$ cat src/rtl/harvard_pkg.sv
// Shared encodings for the 16-bit Harvard core control path: sequencer
// states, opcode map, instruction classes, write-back sources and ALU codes.
package harvard_pkg;

  typedef enum logic [2:0] {
    ST_FETCH  = 3'd0,
    ST_DECODE = 3'd1,
    ST_EXEC   = 3'd2,
    ST_EXWAIT = 3'd3,
    ST_MEM    = 3'd4,
    ST_WB     = 3'd5,
    ST_TRAP   = 3'd6
  } seq_state_e;

  // Opcode map, IR[31:26].
  localparam logic [5:0] OP_LDI = 6'h00;
  localparam logic [5:0] OP_MOV = 6'h01;
  localparam logic [5:0] OP_LD  = 6'h02;
  localparam logic [5:0] OP_ST  = 6'h03;
  localparam logic [5:0] OP_ADD = 6'h04;
  localparam logic [5:0] OP_SUB = 6'h05;
  localparam logic [5:0] OP_AND = 6'h06;
  localparam logic [5:0] OP_OR  = 6'h07;
  localparam logic [5:0] OP_XOR = 6'h08;
  localparam logic [5:0] OP_NOT = 6'h09;
  localparam logic [5:0] OP_SHL = 6'h0A;
  localparam logic [5:0] OP_SHR = 6'h0B;
  localparam logic [5:0] OP_ROL = 6'h0C;
  localparam logic [5:0] OP_ROR = 6'h0D;
  localparam logic [5:0] OP_CMP = 6'h0E;
  localparam logic [5:0] OP_BSL = 6'h0F;
  localparam logic [5:0] OP_BSR = 6'h10;

  // Instruction classes produced by the field decoder.
  localparam logic [2:0] CLS_LDI = 3'd0;
  localparam logic [2:0] CLS_MOV = 3'd1;
  localparam logic [2:0] CLS_LD  = 3'd2;
  localparam logic [2:0] CLS_ST  = 3'd3;
  localparam logic [2:0] CLS_ALU = 3'd4;
  localparam logic [2:0] CLS_ILL = 3'd5;

  // Write-back source select.
  localparam logic [1:0] WB_ALU = 2'd0;
  localparam logic [1:0] WB_IMM = 2'd1;
  localparam logic [1:0] WB_MEM = 2'd2;
  localparam logic [1:0] WB_REG = 2'd3;

  // ALU function codes (opcode - OP_ADD).
  localparam logic [3:0] ALU_ADD = 4'd0;
  localparam logic [3:0] ALU_SUB = 4'd1;
  localparam logic [3:0] ALU_AND = 4'd2;
  localparam logic [3:0] ALU_OR  = 4'd3;
  localparam logic [3:0] ALU_XOR = 4'd4;
  localparam logic [3:0] ALU_NOT = 4'd5;
  localparam logic [3:0] ALU_SHL = 4'd6;
  localparam logic [3:0] ALU_SHR = 4'd7;
  localparam logic [3:0] ALU_ROL = 4'd8;
  localparam logic [3:0] ALU_ROR = 4'd9;
  localparam logic [3:0] ALU_CMP = 4'd10;
  localparam logic [3:0] ALU_BSL = 4'd11;
  localparam logic [3:0] ALU_BSR = 4'd12;

  // Map an ALU-class opcode onto its ALU function code.
  function automatic logic [3:0] alu_fn(input logic [5:0] opcode);
    logic [5:0] diff;
    diff = opcode - OP_ADD;
    return diff[3:0];
  endfunction

endpackage

$ cat src/rtl/instr_field_decode.sv
// Purely combinational field decoder: classifies the opcode in IR and
// extracts the write-back register, write-back source, ALU function and
// data-memory address for the sequencer.
module instr_field_decode
  import harvard_pkg::*;
(
  input  logic [31:0] ir,
  output logic [2:0]  cls,
  output logic [3:0]  alu_op,
  output logic [4:0]  waddr,
  output logic [1:0]  wb_sel,
  output logic [7:0]  dmem_addr
);

  logic [5:0] opcode;
  logic       unused_ir;

  assign opcode    = ir[31:26];
  // IR[15:8] only feeds the immediate, which the top takes straight from IR.
  assign unused_ir = ^ir[15:8];

  // Opcode classification and field extraction.
  always_comb begin
    // NOTE: every output gets a default before the case so no path leaves
    // a value unassigned, which would otherwise infer a latch.
    cls       = CLS_ILL;
    alu_op    = 4'd0;
    waddr     = 5'd0;
    wb_sel    = WB_ALU;
    dmem_addr = 8'd0;
    case (opcode) inside
      OP_LDI: begin
        cls    = CLS_LDI;
        waddr  = ir[25:21];
        wb_sel = WB_IMM;
      end
      OP_MOV: begin
        cls    = CLS_MOV;
        waddr  = ir[25:21];
        wb_sel = WB_REG;
      end
      OP_LD: begin
        cls       = CLS_LD;
        waddr     = ir[25:21];
        wb_sel    = WB_MEM;
        dmem_addr = ir[7:0];
      end
      OP_ST: begin
        cls       = CLS_ST;
        dmem_addr = ir[25:18];
      end
      [OP_ADD:OP_BSR]: begin
        cls    = CLS_ALU;
        alu_op = alu_fn(opcode);
        waddr  = ir[20:16];
        wb_sel = WB_ALU;
      end
      default: cls = CLS_ILL;
    endcase
  end

endmodule

$ cat src/rtl/instr_seq_ctrl.sv
// Multi-cycle instruction sequencer for the 16-bit Harvard core: fetches a
// 32-bit word, decodes it and steps ALU, data memory and register write-back
// one instruction at a time. Illegal opcodes park the sequencer in TRAP.
// Optional build macro SEQ_TIMEOUT_EN bounds the ALU/data-memory waits and
// adds the sticky 'timeout' output.
module instr_seq_ctrl
  import harvard_pkg::*;
#(
  parameter int PC_W     = 16,
  parameter int RESET_PC = 0,
  parameter int TIMEOUT  = 15
) (
  input  logic            clk,
  input  logic            rst,
  output logic [PC_W-1:0] imem_addr,
  output logic            imem_req,
  input  logic            imem_ack,
  input  logic [31:0]     imem_data,
  output logic            alu_start,
  output logic [3:0]      alu_op,
  input  logic            alu_done,
  output logic [4:0]      rf_raddr_a,
  output logic [4:0]      rf_raddr_b,
  output logic [4:0]      rf_waddr,
  output logic            rf_we,
  output logic [1:0]      wb_sel,
  output logic [15:0]     imm,
  output logic [7:0]      dmem_addr,
  output logic            dmem_re,
  output logic            dmem_we,
  input  logic            dmem_ack,
  output logic            illegal,
  output logic            busy
`ifdef SEQ_TIMEOUT_EN
  ,
  output logic            timeout
`endif
);

  seq_state_e      state_q, state_d;
  logic [PC_W-1:0] pc_q, pc_d;
  logic [31:0]     ir_q, ir_d;
  logic            illegal_q, illegal_d;

  logic [2:0]      dec_cls;
  logic [3:0]      dec_alu_op;
  logic [4:0]      dec_waddr;
  logic [1:0]      dec_wb_sel;
  logic [7:0]      dec_dmem_addr;
  logic            fields_en;
  logic            wait_pending;
  logic            wait_expired;

  instr_field_decode u_decode (
    .ir        (ir_q),
    .cls       (dec_cls),
    .alu_op    (dec_alu_op),
    .waddr     (dec_waddr),
    .wb_sel    (dec_wb_sel),
    .dmem_addr (dec_dmem_addr)
  );

  // A handshake wait is still open this cycle (EXWAIT or MEM without ack).
  assign wait_pending = ((state_q == ST_EXWAIT) && !alu_done) ||
                        ((state_q == ST_MEM)    && !dmem_ack);

`ifdef SEQ_TIMEOUT_EN
  localparam int CNT_W = 16;

  logic [CNT_W-1:0] wait_cnt_q, wait_cnt_d;
  logic             timeout_q, timeout_d;

  assign wait_expired = (wait_cnt_q == CNT_W'(TIMEOUT - 1));
  assign timeout      = timeout_q;

  // Wait counter: counts open-handshake cycles, cleared whenever the wait
  // closes or the state changes; the timeout flag is sticky until reset.
  always_comb begin
    wait_cnt_d = '0;
    timeout_d  = timeout_q;
    if (wait_pending) begin
      wait_cnt_d = wait_cnt_q + CNT_W'(1);
      if (wait_expired) begin
        timeout_d = 1'b1;
      end
    end
  end

  // Wait counter and timeout flag registers.
  always_ff @(posedge clk or posedge rst) begin
    if (rst) begin
      wait_cnt_q <= '0;
      timeout_q  <= 1'b0;
    end else begin
      wait_cnt_q <= wait_cnt_d;
      timeout_q  <= timeout_d;
    end
  end
`else
  logic unused_cfg;

  assign wait_expired = 1'b0;
  assign unused_cfg   = (TIMEOUT != 0);
`endif

  // Next-state, PC/IR update and strobe generation.
  always_comb begin
    state_d   = state_q;
    pc_d      = pc_q;
    ir_d      = ir_q;
    illegal_d = illegal_q;
    imem_req  = 1'b0;
    alu_start = 1'b0;
    rf_we     = 1'b0;
    dmem_re   = 1'b0;
    dmem_we   = 1'b0;
    fields_en = 1'b0;
    case (state_q)
      ST_FETCH: begin
        // Held low while rst is asserted so every strobe reads 0 in reset.
        imem_req = !rst;
        if (imem_ack) begin
          ir_d    = imem_data;
          state_d = ST_DECODE;
        end
      end
      ST_DECODE: begin
        fields_en = 1'b1;
        case (dec_cls)
          CLS_LDI, CLS_MOV: state_d = ST_WB;
          CLS_LD, CLS_ST:   state_d = ST_MEM;
          CLS_ALU:          state_d = ST_EXEC;
          default: begin
            illegal_d = 1'b1;
            state_d   = ST_TRAP;
          end
        endcase
      end
      ST_EXEC: begin
        fields_en = 1'b1;
        alu_start = 1'b1;
        state_d   = ST_EXWAIT;
      end
      ST_EXWAIT: begin
        fields_en = 1'b1;
        if (alu_done) begin
          state_d = ST_WB;
        end else if (wait_expired) begin
          state_d = ST_TRAP;
        end
      end
      ST_MEM: begin
        fields_en = 1'b1;
        dmem_re   = (dec_cls == CLS_LD);
        dmem_we   = (dec_cls == CLS_ST);
        if (dmem_ack) begin
          if (dec_cls == CLS_LD) begin
            state_d = ST_WB;
          end else begin
            pc_d    = pc_q + PC_W'(1);
            state_d = ST_FETCH;
          end
        end else if (wait_expired) begin
          state_d = ST_TRAP;
        end
      end
      ST_WB: begin
        fields_en = 1'b1;
        rf_we     = 1'b1;
        pc_d      = pc_q + PC_W'(1);
        state_d   = ST_FETCH;
      end
      ST_TRAP: state_d = ST_TRAP;
      default: state_d = ST_FETCH;
    endcase
  end

  // Sequencer state, PC, instruction register and sticky illegal flag.
  always_ff @(posedge clk or posedge rst) begin
    if (rst) begin
      state_q   <= ST_FETCH;
      pc_q      <= PC_W'(RESET_PC);
      ir_q      <= 32'd0;
      illegal_q <= 1'b0;
    end else begin
      // NOTE: sequential state uses non-blocking assignments so every flop
      // samples the pre-edge values, independent of statement order.
      state_q   <= state_d;
      pc_q      <= pc_d;
      ir_q      <= ir_d;
      illegal_q <= illegal_d;
    end
  end

  // Decoded fields are presented from DECODE until the instruction retires
  // and read as 0 in FETCH and TRAP.
  assign rf_waddr   = fields_en ? dec_waddr     : 5'd0;
  assign wb_sel     = fields_en ? dec_wb_sel    : WB_ALU;
  assign alu_op     = fields_en ? dec_alu_op    : 4'd0;
  assign dmem_addr  = fields_en ? dec_dmem_addr : 8'd0;
  assign rf_raddr_a = ir_q[9:5];
  assign rf_raddr_b = ir_q[4:0];
  assign imm        = ir_q[15:0];
  assign imem_addr  = pc_q;
  assign illegal    = illegal_q;
  assign busy       = (state_q != ST_TRAP);

endmodule

$ cat config.mk
export PLATFORM = sky130hd
export DESIGN_NAME = instr_seq_ctrl
export DESIGN_NICKNAME = d
export VERILOG_FILES = /design/src/rtl/harvard_pkg.sv /design/src/rtl/instr_field_decode.sv /design/src/rtl/instr_seq_ctrl.sv
export SDC_FILE = /design/constraint.sdc
export NUM_CORES = 1
export LEC_CHECK = 0
export ABC_CLOCK_PERIOD_IN_PS = 4780
export BUFFER_PORTS_ARGS = -buffer_cell sky130_fd_sc_hd__buf_2
export CAP_MARGIN = 5
export CELL_PAD_IN_SITES_DETAIL_PLACEMENT = 0
export CELL_PAD_IN_SITES_GLOBAL_PLACEMENT = 1
export CORE_MARGIN = 1
export CORE_UTILIZATION = 42
export CTS_CLUSTER_DIAMETER = 30
export DETAILED_ROUTE_END_ITERATION = 7
export GPL_ROUTABILITY_DRIVEN = 0
export PLACE_DENSITY = 0.84
export SYNTH_ARGS = -nofsm -noshare
export SYNTH_HDL_FRONTEND = slang
export SYNTH_HIERARCHICAL = 1
export SYNTH_SLANG_ARGS = --single-unit
$ cat constraint.sdc
create_clock -name clk -period 4.78 [get_ports clk]
set_input_delay 0.239 -clock clk [delete_from_list [all_inputs] [get_ports clk]]
set_output_delay 0.239 -clock clk [all_outputs]
set_load 0.01 [all_outputs]
==> Flow_metrics.wiki <==
{| class="wikitable"
! Metric !! Value
|-
| Die span in x || 88.8 um
|-
| Startpoint kind of the worst setup timing path || flip-flop
|-
| Area fraction of the dominant cell type after synthesis || between 40% and 50%
|-
| Commonest cells in the netlist || sky130_fd_sc_hd__dfrtp_1, sky130_fd_sc_hd__mux2_4, sky130_fd_sc_hd__buf_4
|-
| Count of pins over their slew limit || 0
|-
| Post-cts gate resize count || 0
|-
| Largest vdd supply drop || 0.000329 V
|-
| Reg power frac || 37.8%
|-
| Result of the run || complete, no violations
|-
| Post-CTS Setup Repair Bufs || 0
|-
| Slowest library cell on the worst path || sky130_fd_sc_hd__dfrtp_1
|-
| Kind of capture point of the worst setup path || output port
|-
| Clock Path Buffers || 2
|-
| Antenna Violating Nets Remaining || 0
|-
| Clock network fraction of design power || 14.3%
|-
| First-pass GRT wire length || 9870 um
|-
| Count of hold-fix buffers inserted at cts || 0
|-
| Worst reg2reg endpoint || state_q[0]
|-
| Critical path cell sequence || nor4b_2 > o22ai_4 > mux2_4 > or4b_4 > nor2_4 > buf_2
|-
| RSZ-0062 raised after global routing || false
|-
| Hold violation count in the final report || 0
|-
| H-tree depth || 2
|-
| Detailed-placement wirelength estimate || 4470 um
|-
| Proportion of total power due to net switching || 39.0%
|-
| Max-capacitance violation count || 0
|-
| Most common cell in the synthesized netlist || sky130_fd_sc_hd__dfrtp_1
|-
| Hold Slack || 0.108 ns
|-
| Portion of the post-synthesis area used by sequential elements || 41.1%
|-
| Total cell area at the placement stage || about 3500 sq um
|-
| Worst R2R Path Depth || 7
|-
| Detailed-route via count || 2140
|-
| Period Utilization, post-route || 62.4%
|-
| R2r startpoint || ir_q[26]
|-
| Antenna violations before repair || 0
|-
| Final core occ || 50.0%
|-
| Peak Freq || 335 MHz
|-
| Worst Path Max Fanout || 15
|-
| Clock Tree Root || sky130_fd_sc_hd__clkbuf_8
|-
| Total instance count after detailed placement || 436
|-
| Min cycle time layout || between 2 and 3 ns
|-
| Leading cell types by total area after synthesis || sky130_fd_sc_hd__dfrtp_1, sky130_fd_sc_hd__mux2_4, sky130_fd_sc_hd__buf_4, sky130_fd_sc_hd__and2_1, sky130_fd_sc_hd__xnor2_1
|-
| Crit path launch || ir_q[26]
|-
| Detailed router's first-iteration violation count || 61
|-
| Setup clock skew after layout || 0.0139 ns
|-
| All-layer global routing usage || 16.3%
|-
| Core Footprint || 7250 sq um
|-
| Internal cell power || ~0.0014 W
|-
| Total inserted antenna cells || 0
|-
| Final setup TNS || 0 ns
|-
| Number of flops mapped to enable cells by yosys || 0
|-
| Startpoint-to-endpoint class of the critical path || reg -> out
|-
| Post-synthesis to final-layout area growth || 14.6%
|-
| Net Switching || 0.000874 W
|-
| Mapped Area || 3170 sq um
|-
| Worst max-slew margin expressed relative to the limit || 30.9%
|-
| Required time reported for the critical path endpoint || 4.54 ns
|-
| Pin count of the biggest net entering global routing || 53
|-
| Number of I/O port buffers || 104
|-
| Clock-pin slew on the worst setup and hold paths || 0.10 ns
|-
| Total Wirelength || 6090 um
|-
| Least-Margin Pin Slew || 1.04 ns
|-
| Post-route DRC || 0
|-
| Synth area leader || sky130_fd_sc_hd__dfrtp_1
|-
| Data arrival, critical path || 2.75 ns
|-
| Synth Warn # || 6
|-
| Total power density per cell area || 617 nW/um^2
|-
| Synthesized Nets || 312
|-
| FFs w/ async S/R, synth || 100%
|-
| Cell variety after synth || between 40 and 50
|-
| CTS buffer count || 5
|-
| Vertical die dimension || 88.8 um
|-
| Leakage Power || around 1.8 nW
|-
| Area of the die || 7890 sq um
|-
| Number of setup violations in the final report || 0
|-
| Overflow left after global routing || 0
|-
| Mapped Cells || 271
|-
| Sinks on the clock net || 52
|-
| Delay contributed by the slowest stage of the critical path || 0.65 ns
|-
| Final cell count without fillers || roughly 440
|-
| Post-layout instance area || around 3600 sq um
|-
| Vias per inst || 4.82
|-
| Min-Delay Path Class || in -> async
|-
| Share of power burned in combinational logic || 47.9%
|-
| Number of synthesized register bits || 52
|-
| Floorplan row count || 31
|-
| Vias in the first global route || 2056
|-
| Final layout net count || 385
|-
| Number of optimization iterations in the first detailed-route pass || 4
|-
| Count of pins on the block boundary || 105
|-
| Average instance area after synthesis || 11.7 sq um
|-
| Synth Flop Type || sky130_fd_sc_hd__dfrtp_1
|-
| CTS tree || done
|-
| R2r setup slk || ~2.3 ns
|-
| Share of cells above drive strength 1 || 48.4%
|-
| Clock insertion delay at the later pin of the skew report || 0.30 ns
|-
| Average wire per standard cell || 13.7 um
|-
| Starting density of the core || 43.7%
|}
final cells by class:
type	instances	area (sq um)
flip-flops and latches	52	1300
inverters	7	26.3
well taps	99	124
repair buffers	105	528
multi-input cells	173	1530
clock buffers	6	82.6
fillers	688	3620
clock inverters	2	38.8
metrics by stage:
step           power, W  setup slack, ns
6_report        0.00224             1.80
5_1_grt         0.00241             1.63
4_1_cts         0.00227             1.75
3_5_place_dp    0.00194             2.11
3_3_place_gp    0.00192             2.15
2_1_floorplan   0.00180             2.43
cell usage in the layout, fill, tap and decap left out, types with 2 or more instances in the layout:
master	instances
sky130_fd_sc_hd__xnor2_1	14
sky130_fd_sc_hd__nor2_4	2
sky130_fd_sc_hd__a21oi_2	2
sky130_fd_sc_hd__nor3b_1	5
sky130_fd_sc_hd__mux2_2	3
sky130_fd_sc_hd__ha_1	4
sky130_fd_sc_hd__nor4_1	2
sky130_fd_sc_hd__o2bb2ai_1	5
sky130_fd_sc_hd__nor4b_4	2
sky130_fd_sc_hd__nand2_1	10
sky130_fd_sc_hd__mux2_4	31
sky130_fd_sc_hd__mux2i_1	8
sky130_fd_sc_hd__and2_1	20
sky130_fd_sc_hd__xor2_1	2
sky130_fd_sc_hd__dfrtp_1	52
sky130_fd_sc_hd__buf_2	104
sky130_fd_sc_hd__inv_1	4
sky130_fd_sc_hd__and3_1	2
sky130_fd_sc_hd__nand4_1	10
sky130_fd_sc_hd__clkbuf_8	6
sky130_fd_sc_hd__nor2_1	17
sky130_fd_sc_hd__nor3_1	7
sky130_fd_sc_hd__a21oi_1	3
sky130_fd_sc_hd__nand3_1	6
sky130_fd_sc_hd__inv_2	3
power by group through the flow:
stage / combinational (W) / clock [W] / sequential (W)
after floorplan: 0.00105 / 0 / 0.000757
after global placement: 0.00107 / 0 / 0.000850
after detailed placement: 0.00109 / 0 / 0.000857
after CTS: 0.00109 / 0.000331 / 0.000851
after global routing: 0.00118 / 0.000351 / 0.000882
final: 0.00107 / 0.000321 / 0.000847
registers in the layout, indices dropped and copies added, names as in the netlist:
name and count:
illegal 1, state_q 3, ir_q 32, imem_addr 16
logic make-up after synthesis:
logic type | synth area share (%)
AOI/OAI and AO/OA | 4.94
muxes | 18.3
adders and majority gates | 1.58
buffers and inverters | 10.7
and+or+nand+nor | 19.0
DFF | 41.1
xor gates and xnor gates | 4.43
metal layers:
metal	track usage, %	up-vias	wire length, um
met3	2.89	6	271
met2	25.5	57	2920
met1	22.9	1018	2820
li1	-	1059	-
met5	0	-	0
met4	4.84	0	84
worst max path at each step:
stage                     slack (ns)       to  cells after the start
after global placement          2.15  dmem_re                      6
final                           1.80  dmem_re                      6
after global routing            1.63  dmem_re                      8
after CTS                       1.75  dmem_re                      6
after floorplan                 2.43  dmem_re                      8
after detailed placement        2.11  dmem_re                      6
worst max-delay path: cells and delay by family (launching register included):
family                 cells  cell delay (ns)
DFF                        1             0.65
buffers and inverters      1             0.13
muxes                      1             0.32
AOI/OAI and AO/OA          1             0.16
and+or+nand+nor            3             1.18
Note: power is estimated with default switching activity, not from simulation.
